==> src/rtl/multicycle_controller_pkg.sv <==
// multicycle_pkg: opcodes, Func bits, ALU codes, FSM states and the
// registered control bundle shared by the multicycle controller files.
package multicycle_pkg;

  localparam logic [3:0] OP_LOAD  = 4'b0000;
  localparam logic [3:0] OP_STORE = 4'b0001;
  localparam logic [3:0] OP_JUMP  = 4'b0010;
  localparam logic [3:0] OP_BRZ   = 4'b0100;
  localparam logic [3:0] OP_CTYPE = 4'b1000;
  localparam logic [1:0] OP_IMM   = 2'b11;

  localparam int unsigned F_MOVETO   = 0;
  localparam int unsigned F_MOVEFROM = 1;
  localparam int unsigned F_ADD      = 2;
  localparam int unsigned F_SUB      = 3;
  localparam int unsigned F_AND      = 4;
  localparam int unsigned F_OR       = 5;
  localparam int unsigned F_NOT      = 6;
  localparam int unsigned F_NOP      = 7;
  localparam int unsigned F_RSVD     = 8;

  localparam logic [2:0] ALU_ADD   = 3'b000;
  localparam logic [2:0] ALU_SUB   = 3'b001;
  localparam logic [2:0] ALU_AND   = 3'b010;
  localparam logic [2:0] ALU_OR    = 3'b011;
  localparam logic [2:0] ALU_NOT   = 3'b100;
  localparam logic [2:0] ALU_PASSA = 3'b101;
  localparam logic [2:0] ALU_PASSB = 3'b110;

  typedef enum logic [3:0] {
    S_RST    = 4'd0,
    S_FETCH  = 4'd1,
    S_DECODE = 4'd2,
    S_MEMRD  = 4'd3,
    S_MEMWB  = 4'd4,
    S_MEMWR  = 4'd5,
    S_JMP    = 4'd6,
    S_BRZ    = 4'd7,
    S_EXEC_C = 4'd8,
    S_EXEC_I = 4'd9,
    S_ALUWB  = 4'd10
  } state_e;

  typedef struct packed {
    logic       adr_src;
    logic       mem_write;
    logic       ir_write;
    logic       reg_write;
    logic       pc_write;
    logic       oldpc_write;
    logic       mdr_write;
    logic       a_write;
    logic       b_write;
    logic       a3_src;
    logic       result_src;
    logic [1:0] alu_src_a;
    logic [1:0] alu_src_b;
    logic [2:0] alu_ctl;
    logic [1:0] pc_src;
  } ctrl_t;

endpackage

==> src/rtl/multicycle_controller_if.sv <==
// Controller <-> datapath bundle: Op/Func/Zero in, enables and selects out.
// master = controller side, slave = datapath side.
interface multicycle_controller_if;

  logic [3:0] Op;
  logic [8:0] Func;
  logic       Zero;
  logic       AdrSrc;
  logic       MemWrite;
  logic       IRWrite;
  logic       RegWrite;
  logic       PCWrite;
  logic       OldPCWrite;
  logic       MDRWrite;
  logic       AWrite;
  logic       BWrite;
  logic       A3Src;
  logic       ResultSrc;
  logic [1:0] ALUSrcA;
  logic [1:0] ALUSrcB;
  logic [1:0] ImmSrc;
  logic [2:0] ALUControl;
  logic [1:0] PCSrc;

  modport master (
    input  Op, Func, Zero,
    output AdrSrc, MemWrite, IRWrite, RegWrite,
    output PCWrite, OldPCWrite, MDRWrite,
    output AWrite, BWrite, A3Src, ResultSrc,
    output ALUSrcA, ALUSrcB, ImmSrc,
    output ALUControl, PCSrc
  );

  modport slave (
    output Op, Func, Zero,
    input  AdrSrc, MemWrite, IRWrite, RegWrite,
    input  PCWrite, OldPCWrite, MDRWrite,
    input  AWrite, BWrite, A3Src, ResultSrc,
    input  ALUSrcA, ALUSrcB, ImmSrc,
    input  ALUControl, PCSrc
  );

endinterface

==> src/rtl/multicycle_controller_alu_decoder.sv <==
// alu_decoder: Op/Func -> ALUControl, func_valid (exactly one operative
// Func bit set), is_moveto. Ports: op_i, func_i in; alu_ctl_o, flags out.
module alu_decoder
  import multicycle_pkg::*;
(
  input  logic [3:0] op_i,
  input  logic [8:0] func_i,
  output logic [2:0] alu_ctl_o,
  output logic       func_valid_o,
  output logic       is_moveto_o
);

  logic is_imm;

  assign is_imm = (op_i[3:2] == OP_IMM);

  // NOP and the unassigned top bit count as invalid.
  assign func_valid_o = $onehot(func_i)
                      && !func_i[F_NOP]
                      && !func_i[F_RSVD];

  assign is_moveto_o = (op_i == OP_CTYPE)
                     && func_valid_o
                     && func_i[F_MOVETO];

  always_comb begin
    alu_ctl_o = ALU_ADD;
    if (is_imm) begin
      alu_ctl_o = {1'b0, op_i[1:0]};
    end else if (func_valid_o) begin
      unique case (1'b1)
        func_i[F_MOVETO]:   alu_ctl_o = ALU_PASSA;
        func_i[F_MOVEFROM]: alu_ctl_o = ALU_PASSB;
        func_i[F_ADD]:      alu_ctl_o = ALU_ADD;
        func_i[F_SUB]:      alu_ctl_o = ALU_SUB;
        func_i[F_AND]:      alu_ctl_o = ALU_AND;
        func_i[F_OR]:       alu_ctl_o = ALU_OR;
        func_i[F_NOT]:      alu_ctl_o = ALU_NOT;
        default:            alu_ctl_o = ALU_ADD;
      endcase
    end
  end

endmodule

==> src/rtl/multicycle_controller.sv <==
// Moore FSM sequencing the multicycle datapath. Ports: clk, reset
// (async active-low), bus (master modport), state_o (debug state).
module multicycle_controller
  import multicycle_pkg::*;
(
  input  logic                    clk,
  input  logic                    reset,
  multicycle_controller_if.master bus,
  output logic [3:0]              state_o
);

  state_e     state_q, state_d;
  ctrl_t      ctrl_q, ctrl_d;
  logic [2:0] alu_ctl;
  logic       func_valid;
  logic       is_moveto;

  alu_decoder u_alu_dec (
    .op_i         (bus.Op),
    .func_i       (bus.Func),
    .alu_ctl_o    (alu_ctl),
    .func_valid_o (func_valid),
    .is_moveto_o  (is_moveto)
  );

  always_comb begin
    state_d = S_FETCH;
    unique case (state_q)
      S_RST:    state_d = S_FETCH;
      S_FETCH:  state_d = S_DECODE;
      S_DECODE: begin
        unique case (1'b1)
          bus.Op == OP_LOAD:      state_d = S_MEMRD;
          bus.Op == OP_STORE:     state_d = S_MEMWR;
          bus.Op == OP_JUMP:      state_d = S_JMP;
          bus.Op == OP_BRZ:       state_d = S_BRZ;
          bus.Op == OP_CTYPE:     state_d = S_EXEC_C;
          bus.Op[3:2] == OP_IMM:  state_d = S_EXEC_I;
          default:                state_d = S_FETCH;
        endcase
      end
      S_MEMRD:  state_d = S_MEMWB;
      S_EXEC_C: state_d = func_valid ? S_ALUWB : S_FETCH;
      S_EXEC_I: state_d = S_ALUWB;
      default:  state_d = S_FETCH;
    endcase
  end

  // Outputs are decoded from the next state so they register
  // together with it; is_moveto captured here is the held Func copy.
  always_comb begin
    ctrl_d = '0;
    unique case (state_d)
      S_FETCH: begin
        ctrl_d.ir_write    = 1'b1;
        ctrl_d.oldpc_write = 1'b1;
        ctrl_d.alu_src_b   = 2'd1;
        ctrl_d.alu_ctl     = ALU_ADD;
        ctrl_d.pc_write    = 1'b1;
      end
      S_DECODE: begin
        ctrl_d.a_write = 1'b1;
        ctrl_d.b_write = 1'b1;
      end
      S_MEMRD: begin
        ctrl_d.adr_src   = 1'b1;
        ctrl_d.mdr_write = 1'b1;
      end
      S_MEMWB: begin
        ctrl_d.reg_write  = 1'b1;
        ctrl_d.result_src = 1'b1;
      end
      S_MEMWR: begin
        ctrl_d.adr_src   = 1'b1;
        ctrl_d.mem_write = 1'b1;
      end
      S_JMP: begin
        ctrl_d.pc_src   = 2'd1;
        ctrl_d.pc_write = 1'b1;
      end
      S_BRZ: begin
        ctrl_d.alu_src_a = 2'd2;
        ctrl_d.alu_ctl   = ALU_PASSA;
        ctrl_d.pc_src    = 2'd2;
      end
      S_EXEC_C: begin
        ctrl_d.alu_src_a = 2'd2;
        ctrl_d.alu_ctl   = alu_ctl;
      end
      S_EXEC_I: begin
        ctrl_d.alu_src_a = 2'd2;
        ctrl_d.alu_src_b = 2'd2;
        ctrl_d.alu_ctl   = alu_ctl;
      end
      S_ALUWB: begin
        ctrl_d.reg_write = 1'b1;
        ctrl_d.a3_src    = is_moveto;
      end
      default: ctrl_d = '0;
    endcase
  end

  always_ff @(posedge clk or negedge reset) begin
    if (!reset) begin
      state_q <= S_RST;
      ctrl_q  <= '0;
    end else begin
      state_q <= state_d;
      ctrl_q  <= ctrl_d;
    end
  end

  assign bus.AdrSrc     = ctrl_q.adr_src;
  assign bus.MemWrite   = ctrl_q.mem_write;
  assign bus.IRWrite    = ctrl_q.ir_write;
  assign bus.RegWrite   = ctrl_q.reg_write;
  // Branch condition is the live Zero flag, not a registered copy.
  assign bus.PCWrite    = ctrl_q.pc_write
                        | ((state_q == S_BRZ) & bus.Zero);
  assign bus.OldPCWrite = ctrl_q.oldpc_write;
  assign bus.MDRWrite   = ctrl_q.mdr_write;
  assign bus.AWrite     = ctrl_q.a_write;
  assign bus.BWrite     = ctrl_q.b_write;
  assign bus.A3Src      = ctrl_q.a3_src;
  assign bus.ResultSrc  = ctrl_q.result_src;
  assign bus.ALUSrcA    = ctrl_q.alu_src_a;
  assign bus.ALUSrcB    = ctrl_q.alu_src_b;
  assign bus.ImmSrc     = 2'b00;
  assign bus.ALUControl = ctrl_q.alu_ctl;
  assign bus.PCSrc      = ctrl_q.pc_src;
  assign state_o        = state_q;

endmodule

==> src/flat_wrapper.sv <==
// flat-port wrapper written by rule: the top's interface ports become plain ports
module multicycle_controller_flat import multicycle_pkg::*;
  (clk, reset, state_o, bus_Op, bus_Func, bus_Zero, bus_AdrSrc, bus_MemWrite, bus_IRWrite, bus_RegWrite, bus_PCWrite, bus_OldPCWrite, bus_MDRWrite, bus_AWrite, bus_BWrite, bus_A3Src, bus_ResultSrc, bus_ALUSrcA, bus_ALUSrcB, bus_ImmSrc, bus_ALUControl, bus_PCSrc);
  multicycle_controller_if bus_i ();
  input  logic clk;
  input  logic reset;
  output logic [3:0] state_o;
  input wire logic [$bits(bus_i.Op)-1:0] bus_Op;
  input wire logic [$bits(bus_i.Func)-1:0] bus_Func;
  input wire logic [$bits(bus_i.Zero)-1:0] bus_Zero;
  output wire logic [$bits(bus_i.AdrSrc)-1:0] bus_AdrSrc;
  output wire logic [$bits(bus_i.MemWrite)-1:0] bus_MemWrite;
  output wire logic [$bits(bus_i.IRWrite)-1:0] bus_IRWrite;
  output wire logic [$bits(bus_i.RegWrite)-1:0] bus_RegWrite;
  output wire logic [$bits(bus_i.PCWrite)-1:0] bus_PCWrite;
  output wire logic [$bits(bus_i.OldPCWrite)-1:0] bus_OldPCWrite;
  output wire logic [$bits(bus_i.MDRWrite)-1:0] bus_MDRWrite;
  output wire logic [$bits(bus_i.AWrite)-1:0] bus_AWrite;
  output wire logic [$bits(bus_i.BWrite)-1:0] bus_BWrite;
  output wire logic [$bits(bus_i.A3Src)-1:0] bus_A3Src;
  output wire logic [$bits(bus_i.ResultSrc)-1:0] bus_ResultSrc;
  output wire logic [$bits(bus_i.ALUSrcA)-1:0] bus_ALUSrcA;
  output wire logic [$bits(bus_i.ALUSrcB)-1:0] bus_ALUSrcB;
  output wire logic [$bits(bus_i.ImmSrc)-1:0] bus_ImmSrc;
  output wire logic [$bits(bus_i.ALUControl)-1:0] bus_ALUControl;
  output wire logic [$bits(bus_i.PCSrc)-1:0] bus_PCSrc;
  assign bus_i.Op = bus_Op;
  assign bus_i.Func = bus_Func;
  assign bus_i.Zero = bus_Zero;
  assign bus_AdrSrc = bus_i.AdrSrc;
  assign bus_MemWrite = bus_i.MemWrite;
  assign bus_IRWrite = bus_i.IRWrite;
  assign bus_RegWrite = bus_i.RegWrite;
  assign bus_PCWrite = bus_i.PCWrite;
  assign bus_OldPCWrite = bus_i.OldPCWrite;
  assign bus_MDRWrite = bus_i.MDRWrite;
  assign bus_AWrite = bus_i.AWrite;
  assign bus_BWrite = bus_i.BWrite;
  assign bus_A3Src = bus_i.A3Src;
  assign bus_ResultSrc = bus_i.ResultSrc;
  assign bus_ALUSrcA = bus_i.ALUSrcA;
  assign bus_ALUSrcB = bus_i.ALUSrcB;
  assign bus_ImmSrc = bus_i.ImmSrc;
  assign bus_ALUControl = bus_i.ALUControl;
  assign bus_PCSrc = bus_i.PCSrc;
  multicycle_controller u_core (.clk(clk), .reset(reset), .bus(bus_i), .state_o(state_o));
endmodule
==> config.mk <==
export PLATFORM = sky130hd
export DESIGN_NAME = multicycle_controller_flat
export DESIGN_NICKNAME = d
export VERILOG_FILES = /design/src/rtl/multicycle_controller_pkg.sv /design/src/rtl/multicycle_controller_if.sv /design/src/rtl/multicycle_controller_alu_decoder.sv /design/src/rtl/multicycle_controller.sv /design/src/flat_wrapper.sv
export SDC_FILE = /design/constraint.sdc
export NUM_CORES = 1
export LEC_CHECK = 0
export CORE_MARGIN = 4
export CORE_UTILIZATION = 49
export CTS_CLUSTER_SIZE = 24
export DETAILED_ROUTE_END_ITERATION = 10
export PLACE_DENSITY = 0.85
export SETUP_SLACK_MARGIN = 0.15
export SKIP_LAST_GASP = 1
export SYNTH_ARGS = -nofsm -noshare
export SYNTH_HDL_FRONTEND = slang
export SYNTH_SLANG_ARGS = --single-unit
export TNS_END_PERCENT = 20
==> constraint.sdc <==
create_clock -name clk -period 3.8 [get_ports clk]
set_clock_uncertainty 0.1 [all_clocks]
set_input_delay 1.14 -clock clk [delete_from_list [all_inputs] [get_ports clk]]
set_output_delay 1.14 -clock clk [all_outputs]
set_load 0.005 [all_outputs]
==> flow_summary.toml <==
[placed_design]
place.port_buffers = 38
dp_hpwl_um = 2270
place.gp.congestion = 0.877
place_worst_setup_slack_ns = -1.45

[timing]
finalSetupViolCount = 18
finalHoldViolCount = 0
unrepaired_setup_endpoints_after_global_routing = "yes"
max_slew.worst_pin.slew_ns = 0.907
setup_total_negative_slack_ns = -6.20
period_minus_slack_ns = 4.27
worst_case_headroom_to_the_max_slew_limit_pct = 39.3
slew_violations = 0
max_freq_mhz = 234
fin_crit_sh_pct = 112
setup_slack_ns = -0.471

[clock_tree]
cts.sink_count = 21
hold_buffers_post_cts = 0
clkSlewWorstSetupHoldPaths_ns = 0.11
max-clock-path-buffers = 2
cts-root-buf = "clkbuf_4"
cts-buffers-inserted = 3
cts_tree = "yes"
htreeDepth = 1
clock_latency_at_the_later_pin_of_the_worst_skew_pair_ns = 0.30

[grt]
global_route.overflow_total = 0
grt_util_all_layers_pct = 18.2
wire_length_of_the_first_global_routing_pass_um = 4900
number_of_antenna_violations_at_the_first_check_in_global_routing = 0
number_of_global_route_vias_before_repair = 1138
maximum_number_of_pins_on_one_net_before_global_route_repair = 22

[floorplan]
die_area_um2 = 3580
initial_utilization_pct = 52.2
std_cell_rows = 18
die_width_um = 59.8
core_area_um2 = 2520
die-height_um = 59.8
io-pin-count = 42

[pwr]
power.static_leakage_nw = 0.856
vdd_drop_max_v = 0.000376
power_density_nw_per_um2 = 604

[cells_and_area]
multi_input_gate_area_um2 = 643
diodes = 0
fillCellCount = 199
layout.nets = 197
final-seq-area_um2 = 526
final_layout_size_suffix_gt1_share_pct = 29.1
areaGrowthSynthToFinish_pct = 39.0

[route]
post_route_wl_um = 2780
drt_drc_violations_left = 0
drt-wirelength-per-cell_um = 13.8
drt-pass1-iter-count = 4
viasPerCell = 5.23
ant_nets = 0
vias = 1057
drtIter0Drc = 36

[run_status]
violations = "negative setup slack"
run_status = "finished with violations"

[job]
max_cap_viol_count = 0

[synth]
synth.most_common_cell = "dfrtp_1"
syn_inst_count = 131
syn_area_per_cell_um2 = 10.0
ys_warn_count = 0
synth_largest_area_cell = "dfrtp_1"
dominantRegCellSynth = "dfrtp_1"
yosys_register_bits = 21
synth_commonest_cells = "21 x dfrtp_1, 15 x buf_4, 15 x inv_1, 8 x nor2_1, 6 x nand2_1"
synthesis.area_um2 = 1320
async_set_or_reset_flop_fraction_in_the_synthesized_netlist_pct = 100
ys_seq_area_share_pct = 39.9
synthDominantCellAreaShare_pct = 39.9
synth_edf_count = 0
synth.lib_cells_used.distinct = 43
most_area_consuming_cells_after_synthesis = "dfrtp_1 40%, buf_4 8.6%, fa_1 7.6%, inv_1 4.3%, ha_1 2.9%"

[worst_setup_path]
classification_of_the_worst_setup_path = "input pin to register"
timing.critical_path.fanout_max = 3
worstPathRequired_ns = 3.90
rr_worst_depth = 5
cp_data_arrival_time_ns = 4.38
worst_setup_path_start_kind = "input pin"
critical_path.endpoint_type = "register"

[hold_path]
min_path_type = "register to register"
worst_hold_path.num_cells = 1
-- metrics by stage --
stage	power [mW]	area, um^2	util [%]	cells	hold slack (ns)
finish	1.10	1830	72.5	202	0.494
global route	1.19	1830	72.5	202	0.517
CTS	1.08	1780	70.5	200	0.494
detailed placement	0.934	1720	68.3	195	0.476
global placement	0.912	1720	68.3	195	0.460
floorplan	0.700	1360	-	133	0.427
-- placed cells by master (no fill, tap or decap), types with 4 or more instances in the layout --
master / n
nand2_1: 6
dfrtp_1: 21
inv_1: 9
a31oi_1: 4
nor2_1: 7
a21oi_1: 4
inv_2: 6
buf_4: 13
clkdlybuf4s50_1: 34
-- critical path, cell delays in order --
cell     delay (ns)
buf_8          0.07
inv_4          0.03
fa_1           0.54
fa_1           0.42
fa_1           0.45
inv_2          0.07
fa_2           0.21
inv_2          0.04
fa_2           0.52
nand4_1        0.12
o31ai_2        0.28
buf_4          0.16
a21oi_4        0.05
a32o_2         0.27
-- layer usage --
layer / vias up / GRT usage, % / wire length (um)
li1: 508 / - / -
met1: 500 / 20.0 / 1010
met2: 41 / 31.8 / 1520
met3: 8 / 3.46 / 153
met4: 0 / 11.4 / 99
met5: - / 0 / 0
-- final cells by class --
type	instances	area share, %
clock buffer	4	1.44
tap	30	2.05
sequential	21	28.7
timing repair buffer	53	28.0
inverter	18	4.58
multi-input combinational	76	35.2
-- final timing paths --
path	endpoint	from	slack [ns]
hold / removal	u_core.bus.AWrite	u_core.state_o[3]	0.49
hold reg to reg	u_core.bus.AWrite	u_core.state_o[3]	0.49
setup / recovery	u_core.ctrl_q[15]	bus_Func[1]	-0.47
min in group asynchronous	u_core.bus.A3Src	reset	1.23
setup reg to reg	u_core.ctrl_q[15]	u_core.state_o[0]	1.91
max in group asynchronous	u_core.state_o[3]	reset	1.82
-- cell families (layout without fill, tap and decap cells) --
kind of cell,Yosys count,after routing,synth area share [%]
buffers and inverters,36,75,15.9
adders and majority gates,8,8,10.5
xor gates and xnor gates,2,2,1.33
other,1,3,0.285
DFF,21,21,39.9
and+or+nand+nor,40,40,18.9
AOI/OAI and AO/OA,23,23,13.2
-- repair_timing --
item | in CTS | in global routing
setup endpoints to repair | 18 | 18
resized for setup | 23 | 8
buffers inserted | 1 | 2
pin swaps | 8 | 8
-- sequential cells by signal (all words and copies together) (netlist names), 2 cells and up --
| signal | cells |
|---|---|
| u_core.state_o | 4 |
| u_core.bus.ALUSrcB | 2 |
| u_core.bus.ALUControl | 3 |
| u_core.bus.PCSrc | 2 |
-- power by group --
part,internal (mW),switching [mW]
Combinational,0.369,0.277
Clock,0.0410,0.0641
Sequential,0.293,0.0603
Power figures use the tool's default switching activity.
